$ cat src/rtl/ic_pkg.sv
// Shared constants for the interrupt controller: FSM state encodings, register
// addresses on the bus-connect data path and ICTL bit positions.
package ic_pkg;

   // FSM state encodings (also visible in ICTL[2:1])
   localparam logic [1:0] IC_IDLE    = 2'b00;
   localparam logic [1:0] IC_REQ     = 2'b01;
   localparam logic [1:0] IC_SERVICE = 2'b10;

   // Register addresses
   localparam logic [1:0] IC_IMASK = 2'd0;
   localparam logic [1:0] IC_IRPTL = 2'd1;
   localparam logic [1:0] IC_IEDGE = 2'd2;
   localparam logic [1:0] IC_ICTL  = 2'd3;

   // ICTL bit positions
   localparam int unsigned ICTL_GIE       = 0;
   localparam int unsigned ICTL_STATE_LSB = 1;
   localparam int unsigned ICTL_VEC_LSB   = 3;

endpackage

$ cat src/rtl/ic_sync_edge.sv
// One interrupt source: two-flop synchroniser followed by a rising-edge detector.
// Ports:
//   clk      in   core clock
//   reset    in   asynchronous active-low reset
//   src      in   raw source, asynchronous to clk
//   sync_lvl out  synchronised level (second flop)
//   rise     out  one-cycle pulse when sync_lvl goes 0 -> 1
module ic_sync_edge (
   input  logic clk,
   input  logic reset,
   input  logic src,
   output logic sync_lvl,
   output logic rise
);

   logic meta_q, sync_q, prev_q;

   always_ff @(posedge clk or negedge reset) begin
      if (!reset) begin
         meta_q <= 1'b0;
         sync_q <= 1'b0;
         prev_q <= 1'b0;
      end else begin
         meta_q <= src;
         sync_q <= meta_q;
         prev_q <= sync_q;
      end
   end

   assign sync_lvl = sync_q;
   assign rise     = sync_q & ~prev_q;

endmodule

$ cat src/rtl/irq_ctrl.sv
// Interrupt controller driving the core's single interrupt input. Synchronises
// NUM_SRC sources, latches them as pending, masks them, picks the lowest index and
// tracks the granted request through ack and RTI.
// Ports:
//   clk, reset               clock, asynchronous active-low reset
//   irq_src                  raw external sources
//   ps_ic_wrt_en/_wrt_add    register write strobe and address, data on bc_dt
//   ps_ic_rd_add, ic_bc_dt   register read address, combinational read data
//   ps_ic_ack, ps_ic_rti     vector accepted / return from interrupt pulses
//   interrupt, ic_ps_vec     registered request and granted vector
module irq_ctrl #(
   parameter int unsigned NUM_SRC     = 8,
   parameter int unsigned RF_DATASIZE = 16,
   parameter int unsigned VEC_WIDTH   = 3
) (
   input  logic                   clk,
   input  logic                   reset,
   input  logic [NUM_SRC-1:0]     irq_src,
   input  logic                   ps_ic_wrt_en,
   input  logic [1:0]             ps_ic_wrt_add,
   input  logic [1:0]             ps_ic_rd_add,
   input  logic [RF_DATASIZE-1:0] bc_dt,
   output logic [RF_DATASIZE-1:0] ic_bc_dt,
   input  logic                   ps_ic_ack,
   input  logic                   ps_ic_rti,
   output logic                   interrupt,
   output logic [VEC_WIDTH-1:0]   ic_ps_vec
);

   import ic_pkg::*;

   logic [NUM_SRC-1:0]   imask_q, imask_d, iedge_q, iedge_d, irptl_q, irptl_d;
   logic [NUM_SRC-1:0]   sync_lvl, rise, clr, req;
   logic                 gie_q, gie_d;
   logic [1:0]           state_q, state_d;
   logic [VEC_WIDTH-1:0] vec_q, vec_d, win_idx;
   logic                 interrupt_q, interrupt_d;
   logic                 unused_bc_dt;

   assign unused_bc_dt = ^bc_dt;

   for (genvar i = 0; i < NUM_SRC; i++) begin : g_src
      ic_sync_edge u_sync (
         .clk      (clk),
         .reset    (reset),
         .src      (irq_src[i]),
         .sync_lvl (sync_lvl[i]),
         .rise     (rise[i])
      );
   end

   // Register writes
   always_comb begin
      imask_d = imask_q;
      iedge_d = iedge_q;
      gie_d   = gie_q;
      if (ps_ic_wrt_en) begin
         case (ps_ic_wrt_add)
            IC_IMASK: imask_d = bc_dt[NUM_SRC-1:0];
            IC_IEDGE: iedge_d = bc_dt[NUM_SRC-1:0];
            IC_ICTL:  gie_d   = bc_dt[ICTL_GIE];
            default:  ;
         endcase
      end
   end

   // Pending: edge sources are sticky with set-over-clear; level sources follow the
   // synchronised input and ignore W1C and ack.
   always_comb begin
      clr = '0;
      if (ps_ic_wrt_en && ps_ic_wrt_add == IC_IRPTL) clr = bc_dt[NUM_SRC-1:0];
      if (state_q == IC_REQ && ps_ic_ack) clr[vec_q] = 1'b1;
      irptl_d = (iedge_q & ((irptl_q & ~clr) | rise)) | (~iedge_q & sync_lvl);
   end

   assign req = irptl_q & imask_q & {NUM_SRC{gie_q}};

   // Fixed priority: scan downwards so the lowest set index wins
   always_comb begin
      win_idx = '0;
      for (int i = NUM_SRC - 1; i >= 0; i--) begin
         if (req[i]) win_idx = VEC_WIDTH'(i);
      end
   end

   always_comb begin
      state_d = state_q;
      vec_d   = vec_q;
      case (state_q)
         IC_IDLE: begin
            if (|req) begin
               state_d = IC_REQ;
               vec_d   = win_idx;
            end
         end
         IC_REQ: begin
            // ack wins over a simultaneous cancel
            if (ps_ic_ack)         state_d = IC_SERVICE;
            else if (!req[vec_q])  state_d = IC_IDLE;
         end
         IC_SERVICE: begin
            if (ps_ic_rti) state_d = IC_IDLE;
         end
         default: state_d = IC_IDLE;
      endcase
      interrupt_d = (state_d == IC_REQ);
   end

   always_ff @(posedge clk or negedge reset) begin
      if (!reset) begin
         imask_q     <= '0;
         iedge_q     <= '0;
         irptl_q     <= '0;
         gie_q       <= 1'b0;
         state_q     <= IC_IDLE;
         vec_q       <= '0;
         interrupt_q <= 1'b0;
      end else begin
         imask_q     <= imask_d;
         iedge_q     <= iedge_d;
         irptl_q     <= irptl_d;
         gie_q       <= gie_d;
         state_q     <= state_d;
         vec_q       <= vec_d;
         interrupt_q <= interrupt_d;
      end
   end

   assign interrupt = interrupt_q;
   assign ic_ps_vec = vec_q;

   // Register read mux; unused bits read 0
   always_comb begin
      ic_bc_dt = '0;
      case (ps_ic_rd_add)
         IC_IMASK: ic_bc_dt[NUM_SRC-1:0] = imask_q;
         IC_IRPTL: ic_bc_dt[NUM_SRC-1:0] = irptl_q;
         IC_IEDGE: ic_bc_dt[NUM_SRC-1:0] = iedge_q;
         IC_ICTL: begin
            ic_bc_dt[ICTL_GIE]                   = gie_q;
            ic_bc_dt[ICTL_STATE_LSB +: 2]        = state_q;
            ic_bc_dt[ICTL_VEC_LSB +: VEC_WIDTH]  = vec_q;
         end
         default: ;
      endcase
   end

endmodule

$ cat config.mk
export PLATFORM = sky130hd
export DESIGN_NAME = irq_ctrl
export DESIGN_NICKNAME = d
export VERILOG_FILES = /design/src/rtl/ic_pkg.sv /design/src/rtl/ic_sync_edge.sv /design/src/rtl/irq_ctrl.sv
export SDC_FILE = /design/constraint.sdc
export NUM_CORES = 1
export LEC_CHECK = 0
export ABC_AREA = 1
export CAP_MARGIN = 20
export CORE_MARGIN = 4
export CORE_UTILIZATION = 45
export DETAILED_ROUTE_END_ITERATION = 6
export PLACE_DENSITY = 0.75
export SLEW_MARGIN = 5
export SYNTH_ARGS = -nofsm -noshare
export SYNTH_HDL_FRONTEND = slang
export SYNTH_SLANG_ARGS = --single-unit
$ cat constraint.sdc
create_clock -name clk -period 1.1 [get_ports clk]
set_input_delay 0.22 -clock clk [delete_from_list [all_inputs] [get_ports clk]]
set_output_delay 0.22 -clock clk [all_outputs]
set_load 0.02 [all_outputs]
Word level (Yosys, flattened, before mapping)
Cells that the tools add are included.
W data, S select, Z words.
{"block": "totals", "register_bits": 55, "latch_bits": 0, "ram_bits": 0, "romBits": 0, "elab_cells": 100, "n_memories": 0}
{"block": "op_classes", "n_addsub": 0, "mul": 0, "n_div": 0, "magnitude_cmp": 2, "eq_ne": 9, "n_shift": 0, "n_mux": 21, "bitwise": 26, "n_reduce_logical": 11}
{"cell": "$and A8 B8 Y8", "count": 5}
{"cell": "$mux W3", "count": 8}
{"cell": "$or A8 B8 Y8", "count": 3}
{"cell": "$pmux W6 S4", "count": 1}
{"cell": "$mux W8", "count": 2}
{"cell": "$not A8 Y8", "count": 2}
{"cell": "$pmux W2 S3", "count": 2}
{"cell": "$eq A2 B2 Y1 const B", "count": 5}
{"cell": "$and A1 B1 Y1", "count": 8}
{"cell": "$eq A2 B1 Y1 const B", "count": 4}
{"cell": "$mux W2", "count": 4}
{"cell": "$not A1 Y1", "count": 8}
{"cell": "$reduce_and A2 Y1", "count": 4}
{"cell": "$reduce_or A8 Y1", "count": 1}
{"cell": "$logic_not A2 Y1", "count": 3}
{"cell": "$lt A3 B4 Y1 const B", "count": 1}
{"cell": "$bmux W1 S3", "count": 1}
{"cell": "$demux W1 S3", "count": 1}
{"cell": "$ge A3 B1 Y1 const B", "count": 1}
{"cell": "$logic_and A1 B1 Y1", "count": 3}
{"cell": "$mux W1", "count": 2}

Logic depth before layout (Yosys ltp)
{"block": "depth", "ltp_word": 11, "ltp_mapped": 11}

Hierarchy
Synthesis repeated with hierarchy kept, for this count alone.
{"block": "hier_totals", "cells_unflattened": 293, "area_unflattened_um2": 2501.1}
{"mod": "irq_ctrl", "n_inst": 1, "cells_each": 253, "area_each_um2": 1820.5}
{"mod": "ic_sync_edge", "n_inst": 8, "cells_each": 5, "area_each_um2": 85.1}

Worst setup path before layout
OpenSTA, ideal clock, no wires.
{"block": "synth_timing", "path_kind": "reg-to-output", "start": "register vec_q[1], in the netlist ic_ps_vec[1]", "end": "output ic_bc_dt[4]", "arrival_time_ns": 1.166, "setup_slack_ns": -0.286, "stages_incl_launch_ff": 4, "n_path_buf": 1, "path_cell_list": "dfrtp_1 buf_2 inv_1 o2111ai_1"}
{"block": "synth_between", "elab_chain_len": 1}
{"element": "start, declared", "line": "irq_ctrl.sv:36", "source": "logic [VEC_WIDTH-1:0] vec_q, vec_d, win_idx;"}
{"element": "start signal, assigned", "line": "irq_ctrl.sv:124", "source": "vec_q <= vec_d;"}
{"element": "$pmux W6 S4", "line": "irq_ctrl.sv:135", "source": "case (ps_ic_rd_add)"}
{"element": "end, declared", "line": "irq_ctrl.sv:23", "source": "output logic [RF_DATASIZE-1:0] ic_bc_dt,"}
No other way between the ends.

Worst setup path after layout
{"block": "layout_timing", "start": "register state_q[1]", "end": "output ic_bc_dt[2]"}
{"block": "layout_between", "elab_chain_len": 1}
{"element": "start, declared", "line": "irq_ctrl.sv:35", "source": "logic [1:0] state_q, state_d;"}
{"element": "start signal, assigned", "line": "irq_ctrl.sv:123", "source": "state_q <= state_d;"}
{"element": "$pmux W6 S4", "line": "irq_ctrl.sv:135"}
No other way between the ends.

==> reports/metrics.yaml <==
power.density_nw_per_um2: 1838
drt_iter0_drc: 249
die_w_um: 81.14
cts_tree: "built"
syn_area_um2: 2407
layout_commonest_cell: "nand2_1"
worstSetupEndpointType: "output pin"
drt-wirelength-per-cell_um: 16.68
grt_pass1_wl_mm: 10.84
htreeDepth: 2
dpl_cell_area_um2: 3249
outcome: "complete, but fails checks"
cap_violations: 0
multi_input_area_um2: 1165
initial_core_util: 0.4684
cts_buffers: 5
totalWireLength_mm: 7.308
tns_ps: -4931
netlist.area_leader.share: 0.5717
most-common-layout-cells: "nand2_1, dfrtp_1, buf_4"
worstSetupPathType: "reg2out"
routed.top_layer: "met4"
worst_r2r_path_depth: 7
rsz0062_at_grt: "yes"
cp.required_ps: 880
hold_class: "in2reg"
ir_worst_vdd_v: 0.001100
drt_drc_violations_left: 0
layout-drive-gt1-share: 0.4022
syn_to_final_growth_pct: 58.58
leakage_nw: 1.804
vias: 2403
io_buffers: 36
ys_ff_latch: 55
slew_viol_final: 0
drt-met1-wl_mm: 2.741
die_h_um: 81.14
rows: 26
core_area_um2: 5140
root_buffer: "clkbuf_8"
reg2reg_to: "state_q[0]"
arrival_ps: 1160
cts.sinks: 55
rrSetupSlack_ps: -250
grt_max_degree: 56
diodes: 0
grtUsageTotal: 0.2209
io_pins: 53
design.die.area_um2: 6584
ys_seq_area_frac: 0.5717
worstHoldStart: "ps_ic_wrt_add[0]"
met3_length_um: 498
yosysTopAreaCell: "dfrtp_1"
avgSynthCellArea_um2: 9.153
synth_cell_types: 27
fillers: 345
ys_warn_count: 0
clock_path_buffers: 2
syn_inst: 263
globalplace.congestion: 0.9004
violations: "setup timing"
first_global_vias: 2271
viasPerCell: 5.486
seqCellArea_um2: 1381
path_max_fanout: 2
worst_slack_ps: -284.4
finalCritPeriodShare: 1.259
routed-wl-met2_mm: 3.815
max_freq_mhz: 722.3
setup_viol: 24
layout_min_cycle_time_ps: 1384
hpwlAfterDp_mm: 4.242
r2r_start: "ic_ps_vec[0]"
clkTransAtPathRegs_ps: 100
finalHoldViolations: 0
start_kind: "flip-flop"
fin_util: 0.7427
dr.pass1.iters: 7
hold_end: "gie_q"
yosys-top-cells-area: "dfrtp_1, nand2_1, o21ai_0, nand3_1, inv_1"
final_area_um2: 3817
antenna_found_initial: 0
overflow: 0
clock_latency_ps: 310
drtAntennaViolNets: 0
layout.nets: 400
whs_path_depth: 3
clock_skew_ps: 5.735
cells by family (layout without fill, tap and decap cells):
group                  after synthesis  in the layout  synth area share
flip-flops                          55             55            0.5717
buffers and inverters               32            130           0.06653
AO/OA/AOI/OAI                       45             45            0.1133
AND/OR/NAND/NOR                    130            130            0.2469
other                                1              8          0.001558
power breakdown:
| part | switching, mW | leakage, nW | internal [mW] |
|---|---|---|---|
| Clock | 0.690 | 0.0491 | 0.470 |
| Combinational | 1.77 | 1.10 | 1.56 |
| Sequential | 0.215 | 0.656 | 2.31 |
| Total | 2.67 | 1.80 | 4.34 |
layer usage:
metal	GRT usage	vias up
met3	0.05211	32
met2	0.3695	128
met1	0.2733	1171
li1	-	1072
met5	0	-
met4	0.09459	0
worst max-delay path by stage:
| stage | start | end | depth (start not counted) |
|---|---|---|---|
| final | state_q[1] | ic_bc_dt[2] | 3 |
| after floorplan | gie_q | ic_ps_vec[0] | 9 |
| after CTS | gie_q | ic_bc_dt[0] | 3 |
| after global routing | state_q[1] | ic_bc_dt[2] | 3 |
| after global placement | ps_ic_rd_add[1] | ic_bc_dt[0] | 4 |
| after detailed placement | ps_ic_rd_add[1] | ic_bc_dt[2] | 4 |
flip-flops by register name, summed over array words and instances (netlist names):
name / cells
g_src.u_sync.meta_q: 8
g_src.u_sync.prev_q: 8
g_src.u_sync.sync_lvl: 8
gie_q: 1
ic_ps_vec: 3
iedge_q: 8
imask_q: 8
interrupt: 1
irptl_q: 8
state_q: 2
critical path, cell delays in order (launching register included):
cell       delay (ps)
dfrtp_1           400
inv_2              60
o2111ai_1         220
buf_4             190
metrics by stage:
| step | power (mW) | cells | hold slack [ps] | setup slack, ps |
|---|---|---|---|---|
| detailed placement | 4.768 | 412 | 240.4 | -1005 |
| CTS | 6.508 | 429 | 325.6 | -245.9 |
| floorplan | 3.682 | 270 | -75.59 | -51.16 |
| global route | 7.372 | 438 | 299.3 | -365.2 |
| finish | 7.016 | 438 | 268.0 | -284.4 |
| global placement | 4.717 | 412 | 232.3 | -971.4 |
cell usage after synthesis:
cell	count
o31ai_1	1
clkbuf_1	2
o21ai_1	1
nand3_4	1
a31oi_1	2
nand3_1	13
nor3_1	1
dfrtp_1	55
buf_6	1
nand2_4	1
nand3_2	4
nand2_1	79
o2111ai_1	6
buf_2	2
conb_1	1
nand3b_1	2
nor2_2	3
nand4_1	4
inv_1	17
a21oi_1	1
buf_4	8
inv_2	2
o21ai_0	26
nor2_1	15
o211ai_1	8
nand2_2	3
nor4_1	4
final cells by class:
cell class | count | area share
Clock inverter | 3 | 0.006883
Clock buffer | 5 | 0.01803
Inverter | 19 | 0.02130
Sequential cell | 55 | 0.3618
Timing Repair Buffer | 103 | 0.2638
Multi-Input combinational cell | 183 | 0.3051
Tap cell | 70 | 0.02294
repair_timing:
action / 4_1_cts / 5_1_grt
hold endpoints to repair: 55 / 0
gates cloned: 0 / 2
gates resized for setup: 122 / 35
pin swaps: 13 / 13
hold buffers: 1 / 0
endpoints found under the setup margin: 26 / 30
setup buffers: 10 / 7
Power figures use the tool's default switching activity.
